## src/rtl/ahb_des_slave.sv

```systemverilog
// AHB-Lite slave front-end for the Triple-DES core: register decode, start pulse
// generation and result capture, with bounded wait states on DATA_OUT reads.
module ahb_des_slave #(
  parameter int ADDR_W   = 8,
  parameter int MAX_WAIT = 64
) (
  input  logic              HCLK,
  input  logic              HRESETn,
  input  logic              HSEL,
  input  logic [ADDR_W-1:0] HADDR,
  input  logic [1:0]        HTRANS,
  input  logic              HWRITE,
  input  logic [2:0]        HSIZE,
  input  logic              HREADY,
  input  logic [63:0]       HWDATA,
  output logic [63:0]       HRDATA,
  output logic              HREADYOUT,
  output logic              HRESP,
  output logic [63:0]       des_key1,
  output logic [63:0]       des_key2,
  output logic [63:0]       des_key3,
  output logic [63:0]       des_data_in,
  output logic              des_decrypt,
  output logic              des_start,
  input  logic [63:0]       des_data_out,
  input  logic              des_done
);

  localparam int CW = (MAX_WAIT > 1) ? $clog2(MAX_WAIT) : 1;
  localparam logic [ADDR_W-1:0] A_CTRL = ADDR_W'(6'h00);
  localparam logic [ADDR_W-1:0] A_KEY1 = ADDR_W'(6'h08);
  localparam logic [ADDR_W-1:0] A_KEY2 = ADDR_W'(6'h10);
  localparam logic [ADDR_W-1:0] A_KEY3 = ADDR_W'(6'h18);
  localparam logic [ADDR_W-1:0] A_DIN  = ADDR_W'(6'h20);
  localparam logic [ADDR_W-1:0] A_DOUT = ADDR_W'(6'h28);
  localparam logic [ADDR_W-1:0] A_STAT = ADDR_W'(6'h30);

  typedef enum logic [2:0] {
    ST_IDLE = 3'd0,
    ST_OK   = 3'd1,
    ST_WAIT = 3'd2,
    ST_ERR1 = 3'd3,
    ST_ERR2 = 3'd4
  } state_t;

  state_t            state_r, state_nxt_s, tgt_s;
  logic [CW-1:0]     wait_cnt_r, cnt_nxt_s;
  logic [ADDR_W-1:0] addr_r, rd_addr_s;
  logic              write_r, rd_write_s;
  logic [63:0]       key1_r, key2_r, key3_r, din_r, dout_r, hrdata_r;
  logic [63:0]       key1_nxt_s, key2_nxt_s, key3_nxt_s, din_nxt_s, dout_nxt_s, hrdata_nxt_s;
  logic              decrypt_r, busy_r, valid_r, sticky_r, start_r, hreadyout_r, hresp_r;
  logic              decrypt_nxt_s, busy_nxt_s, valid_nxt_s, sticky_nxt_s, start_nxt_s;
  logic              acc_s, err_a_s, wr_en_s, stat_rd_s, capture_s, unused_s;

  // Transfers are only taken in states that can end a data phase with HREADYOUT high.
  assign acc_s      = HSEL && HREADY && HTRANS[1] && (state_r != ST_WAIT) && (state_r != ST_ERR1);
  assign wr_en_s    = (state_r == ST_OK) && write_r;
  assign stat_rd_s  = (state_r == ST_OK) && !write_r && (addr_r == A_STAT);
  assign capture_s  = des_done && busy_r;
  assign rd_addr_s  = acc_s ? HADDR : addr_r;
  assign rd_write_s = acc_s ? HWRITE : write_r;
  assign unused_s   = HTRANS[0];

  // Busy is taken from its next value so a start landing this cycle already blocks writes.
  assign err_a_s = (HSIZE != 3'b011) || (HADDR[2:0] != 3'b000) || (HADDR > A_STAT) ||
                   (HWRITE && (busy_nxt_s || (HADDR >= A_DOUT)));
  assign tgt_s   = err_a_s ? ST_ERR1 :
                   ((!HWRITE && (HADDR == A_DOUT) && busy_nxt_s) ? ST_WAIT : ST_OK);

  // Write-data register next values from a completing, error-free write data phase.
  always_comb begin
    key1_nxt_s    = key1_r;
    key2_nxt_s    = key2_r;
    key3_nxt_s    = key3_r;
    din_nxt_s     = din_r;
    decrypt_nxt_s = decrypt_r;
    start_nxt_s   = 1'b0;
    if (wr_en_s) begin
      case (addr_r)
        A_CTRL: begin
          decrypt_nxt_s = HWDATA[1];
          start_nxt_s   = HWDATA[0];
        end
        A_KEY1:  key1_nxt_s = HWDATA;
        A_KEY2:  key2_nxt_s = HWDATA;
        A_KEY3:  key3_nxt_s = HWDATA;
        A_DIN:   din_nxt_s  = HWDATA;
        default: start_nxt_s = 1'b0;
      endcase
    end else begin
      start_nxt_s = 1'b0;
    end
  end

  // Core status tracking: start, result capture and sticky error flag.
  always_comb begin
    busy_nxt_s   = busy_r;
    valid_nxt_s  = valid_r;
    sticky_nxt_s = sticky_r;
    if (start_nxt_s) begin
      busy_nxt_s  = 1'b1;
      valid_nxt_s = 1'b0;
    end else if (capture_s) begin
      busy_nxt_s  = 1'b0;
      valid_nxt_s = 1'b1;
    end else begin
      busy_nxt_s  = busy_r;
      valid_nxt_s = valid_r;
    end
    dout_nxt_s = capture_s ? des_data_out : dout_r;
    if (state_r == ST_ERR1) begin
      sticky_nxt_s = 1'b1;
    end else if (stat_rd_s) begin
      sticky_nxt_s = 1'b0;
    end else begin
      sticky_nxt_s = sticky_r;
    end
  end

  // Bus FSM next state and DATA_OUT wait counter.
  always_comb begin
    state_nxt_s = state_r;
    cnt_nxt_s   = wait_cnt_r;
    case (state_r)
      ST_IDLE, ST_OK, ST_ERR2: begin
        cnt_nxt_s   = {CW{1'b0}};
        state_nxt_s = acc_s ? tgt_s : ST_IDLE;
      end
      ST_WAIT: begin
        if (!busy_nxt_s) begin
          state_nxt_s = ST_OK;
        end else if (wait_cnt_r == CW'(MAX_WAIT - 1)) begin
          state_nxt_s = ST_ERR1;
        end else begin
          cnt_nxt_s = wait_cnt_r + CW'(1);
        end
      end
      ST_ERR1: state_nxt_s = ST_ERR2;
      default: state_nxt_s = ST_IDLE;
    endcase
  end

  // Read data is registered from next-cycle register values so the data phase sees them.
  always_comb begin
    hrdata_nxt_s = 64'd0;
    if ((state_nxt_s == ST_OK) && !rd_write_s) begin
      case (rd_addr_s)
        A_CTRL:  hrdata_nxt_s = {62'd0, decrypt_nxt_s, 1'b0};
        A_KEY1:  hrdata_nxt_s = key1_nxt_s;
        A_KEY2:  hrdata_nxt_s = key2_nxt_s;
        A_KEY3:  hrdata_nxt_s = key3_nxt_s;
        A_DIN:   hrdata_nxt_s = din_nxt_s;
        A_DOUT:  hrdata_nxt_s = dout_nxt_s;
        A_STAT:  hrdata_nxt_s = {61'd0, sticky_nxt_s, valid_nxt_s, busy_nxt_s};
        default: hrdata_nxt_s = 64'd0;
      endcase
    end else begin
      hrdata_nxt_s = 64'd0;
    end
  end

  // State, register file and registered bus/core outputs.
  always_ff @(posedge HCLK or negedge HRESETn) begin
    if (!HRESETn) begin
      state_r     <= ST_IDLE;
      wait_cnt_r  <= {CW{1'b0}};
      addr_r      <= {ADDR_W{1'b0}};
      write_r     <= 1'b0;
      key1_r      <= 64'd0;
      key2_r      <= 64'd0;
      key3_r      <= 64'd0;
      din_r       <= 64'd0;
      dout_r      <= 64'd0;
      decrypt_r   <= 1'b0;
      busy_r      <= 1'b0;
      valid_r     <= 1'b0;
      sticky_r    <= 1'b0;
      start_r     <= 1'b0;
      hrdata_r    <= 64'd0;
      hreadyout_r <= 1'b1;
      hresp_r     <= 1'b0;
    end else begin
      state_r    <= state_nxt_s;
      wait_cnt_r <= cnt_nxt_s;
      if (acc_s) begin
        addr_r  <= HADDR;
        write_r <= HWRITE;
      end
      key1_r      <= key1_nxt_s;
      key2_r      <= key2_nxt_s;
      key3_r      <= key3_nxt_s;
      din_r       <= din_nxt_s;
      dout_r      <= dout_nxt_s;
      decrypt_r   <= decrypt_nxt_s;
      busy_r      <= busy_nxt_s;
      valid_r     <= valid_nxt_s;
      sticky_r    <= sticky_nxt_s;
      start_r     <= start_nxt_s;
      hrdata_r    <= hrdata_nxt_s;
      hreadyout_r <= (state_nxt_s != ST_WAIT) && (state_nxt_s != ST_ERR1);
      hresp_r     <= (state_nxt_s == ST_ERR1) || (state_nxt_s == ST_ERR2);
    end
  end

  assign HRDATA      = hrdata_r;
  assign HREADYOUT   = hreadyout_r;
  assign HRESP       = hresp_r;
  assign des_key1    = key1_r;
  assign des_key2    = key2_r;
  assign des_key3    = key3_r;
  assign des_data_in = din_r;
  assign des_decrypt = decrypt_r;
  assign des_start   = start_r;

endmodule

```

## config.mk

```make
export PLATFORM = sky130hd
export DESIGN_NAME = ahb_des_slave
export DESIGN_NICKNAME = d
export VERILOG_FILES = /design/src/rtl/ahb_des_slave.sv
export SDC_FILE = /design/constraint.sdc
export NUM_CORES = 1
export LEC_CHECK = 0
export CAP_MARGIN = 20
export CORE_ASPECT_RATIO = 0.7
export CORE_MARGIN = 3
export CORE_UTILIZATION = 34
export DETAILED_ROUTE_END_ITERATION = 8
export HOLD_SLACK_MARGIN = 0.06
export PLACE_DENSITY = 0.6
export SLEW_MARGIN = 10
export SYNTH_ARGS = -nofsm -noshare
export SYNTH_HDL_FRONTEND = slang
export SYNTH_SLANG_ARGS = --single-unit
```

## constraint.sdc

```tcl
create_clock -name HCLK -period 5.7 [get_ports HCLK]
set_input_delay 1.14 -clock HCLK [delete_from_list [all_inputs] [get_ports HCLK]]
set_output_delay 1.14 -clock HCLK [all_outputs]
set_load 0.03 [all_outputs]
```

==> results.ini <==
[outcome]
status=finished clean

[cts]
ctsResizeCount=0
cts_max_level=2
cts_buffer_depth=3
path_clk_slew_ns=0.06
cts_setup_buffers=0
clk_latency_ns=0.55
ctsHoldBuffers=0
cts_root_buf=clkbuf_16
cts.sinks=409
cts_tree=done
cts_made_buffers=43

[global_routing]
grt_pass1_wl_mm=94.3
grt_overflow=0
antenna_found_initial=7
grt_max_degree=115
grt_pass1_vias=14300
grt.total_usage_pct=22.5

[placement]
portBuffers=469
gpl.final_weighted_congestion=0.846
pre_cts_slack_ns=1.24
dpl.hpwl_mm=42.1
placed_area_sq_um=23400

[synth]
syn-num-nets=1558
ys_types=66
synthCells=1410
ys_seq_area_share_pct=56.9
syn_avg_cell_area_sq_um=12.8
synth.ff_latch_count=409
syn_area_sq_um=18000
synth-async-reset-ratio_pct=100
synth-main-ff-cell=dfrtp_1
synth_warnings=0
synth_edf_count=0

[timing]
worst_slew_pin_slew_ns=1.09
fin_skew_ns=0.0102
slew_violations=0
max_freq_mhz=255
fin_crit_ns=3.92
rsz0062_at_grt=no
period_share_pct=68.7
hold_viol_final=0
setup_viol=0
setup_ws_ns=1.78
tns_ns=0
max_slew_margin_pct=27.1

[floorplan]
start_util_pct=34.9
die_x_um=281
fp-row-count=69
core_area_sq_um=51500
die_area_sq_um=55800
io_pins=471
chipHeight_um=199

[critical_path]
cp.required_ns=6.16
cp.arrival_ns=4.38
path_max_fanout=28
worstRegToRegCells=7
rrSetupSlack_ns=2.15
timing.rr.end=HRDATA[41]
cp-end-kind=flop
reg2reg_from=state_r[2]
crit_start=HSEL
crit_type=in -> reg
start_kind=input port

[pwr]
total_power_mw=8.82
power.leakage_nw=11.4
peakVddDrop_mv=0.209
power_density_nw_per_um2=355

[route]
routed_wl_mm=63.8
ant_nets=0
via_per_inst=5.20
wl_per_cell_um=24.8
drt_first_pass_iters=5
vias=13400
drc=0
drt_iter0_markers=758

[min_path]
hp-start=dout_r[25]
holdPathEnd=dout_r[25]
worst_hold_path.num_cells=2
hp-class=reg -> reg

[cells_and_area]
final_cell_mix=clkdlybuf4s50_1, dfrtp_1, nand2_1
final_nets=2014
syn_to_final_growth_pct=38.0
fin_area_sq_um=24800
final_common_cell=clkdlybuf4s50_1
drive_gt1_share_pct=20.1

[flow_run]
maxCapViolCount=0

stage by stage:
stage                     std cells  hold WS [ns]  utilization (%)
final                          2576         0.476             48.2
after global routing           2574         0.499             48.2
after CTS                      2572         0.478             48.2
after detailed placement       2495         0.463             45.3
after global placement         2495         0.455             45.3
after floorplan                1410         0.442                -
cell families after synthesis:
group	after synthesis	share of synthesized area [%]
flip-flops	409	56.9
AND/OR/NAND/NOR	355	8.84
multiplexers	271	18.1
AO/OA/AOI/OAI	225	12.0
buffers and inverters	145	3.91
XOR/XNOR	3	0.146
adder cells (fa/ha/maj)	2	0.125
report_power, final:
group	leakage [nW]	internal (mW)	total [mW]	switching, mW
registers	4.90	3.29	3.50	0.211
logic	5.81	1.00	2.35	1.35
clock network	0.731	1.76	2.97	1.20
worst max-delay path: stages:
cell,delay [ns]
clkdlybuf4s50_1,0.41
nand3_1,0.26
or2_1,0.87
nor2_1,0.07
a21oi_1,0.30
nand4_4,0.60
buf_4,0.51
nor2_1,0.19
how the worst max path moves through the flow:
stage / to / slack [ns] / cells after the start
2_1_floorplan: HRDATA[20] / 2.75 / 8
3_3_place_gp: HRDATA[10] / 1.27 / 8
3_5_place_dp: HRDATA[41] / 1.24 / 8
4_1_cts: HRDATA[41] / 1.83 / 8
5_1_grt: HRDATA[41] / 1.61 / 8
6_report: HRDATA[41] / 1.78 / 8
flip-flops by register name, summed over array words and instances (netlist names):
name,count
sticky_r,1
des_key3,64
state_r,3
valid_r,1
wait_cnt_r,6
addr_r,8
des_start,1
des_key2,64
HRESP,1
HRDATA,64
des_data_in,64
busy_r,1
write_r,1
dout_r,64
HREADYOUT,1
des_key1,64
des_decrypt,1
cell usage after synthesis (15+ instances only):
cell	instances	share of area, %
a21oi_1	15	0.42
a221oi_2	39	3.3
a22o_1	58	2.8
a22oi_1	15	0.63
a2bb2o_1	51	2.8
a31oi_1	15	0.52
buf_2	33	0.92
clkbuf_1	34	0.71
dfrtp_1	408	57
inv_1	59	1.2
mux2_2	143	8.9
mux2_4	72	6.0
mux2i_1	54	3.0
nand2_1	241	5.0
nor2_1	56	1.2
metal layers:
metal  GRT usage, %  wire, um
met1           30.2     27800
met5              0        49
met2           35.4     28700
met4           6.44      1680
met3           6.85      5550
final cells by class:
type	instances	area [sq um]
clock inverters	21	268
clock buffers	56	1200
fillers	4544	26700
flip-flops and latches	409	10200
diodes	4	10.0
repair buffers	496	4950
well taps	674	843
multi-input cells	856	7090
inverters	60	225
Power figures use the tool's default switching activity.
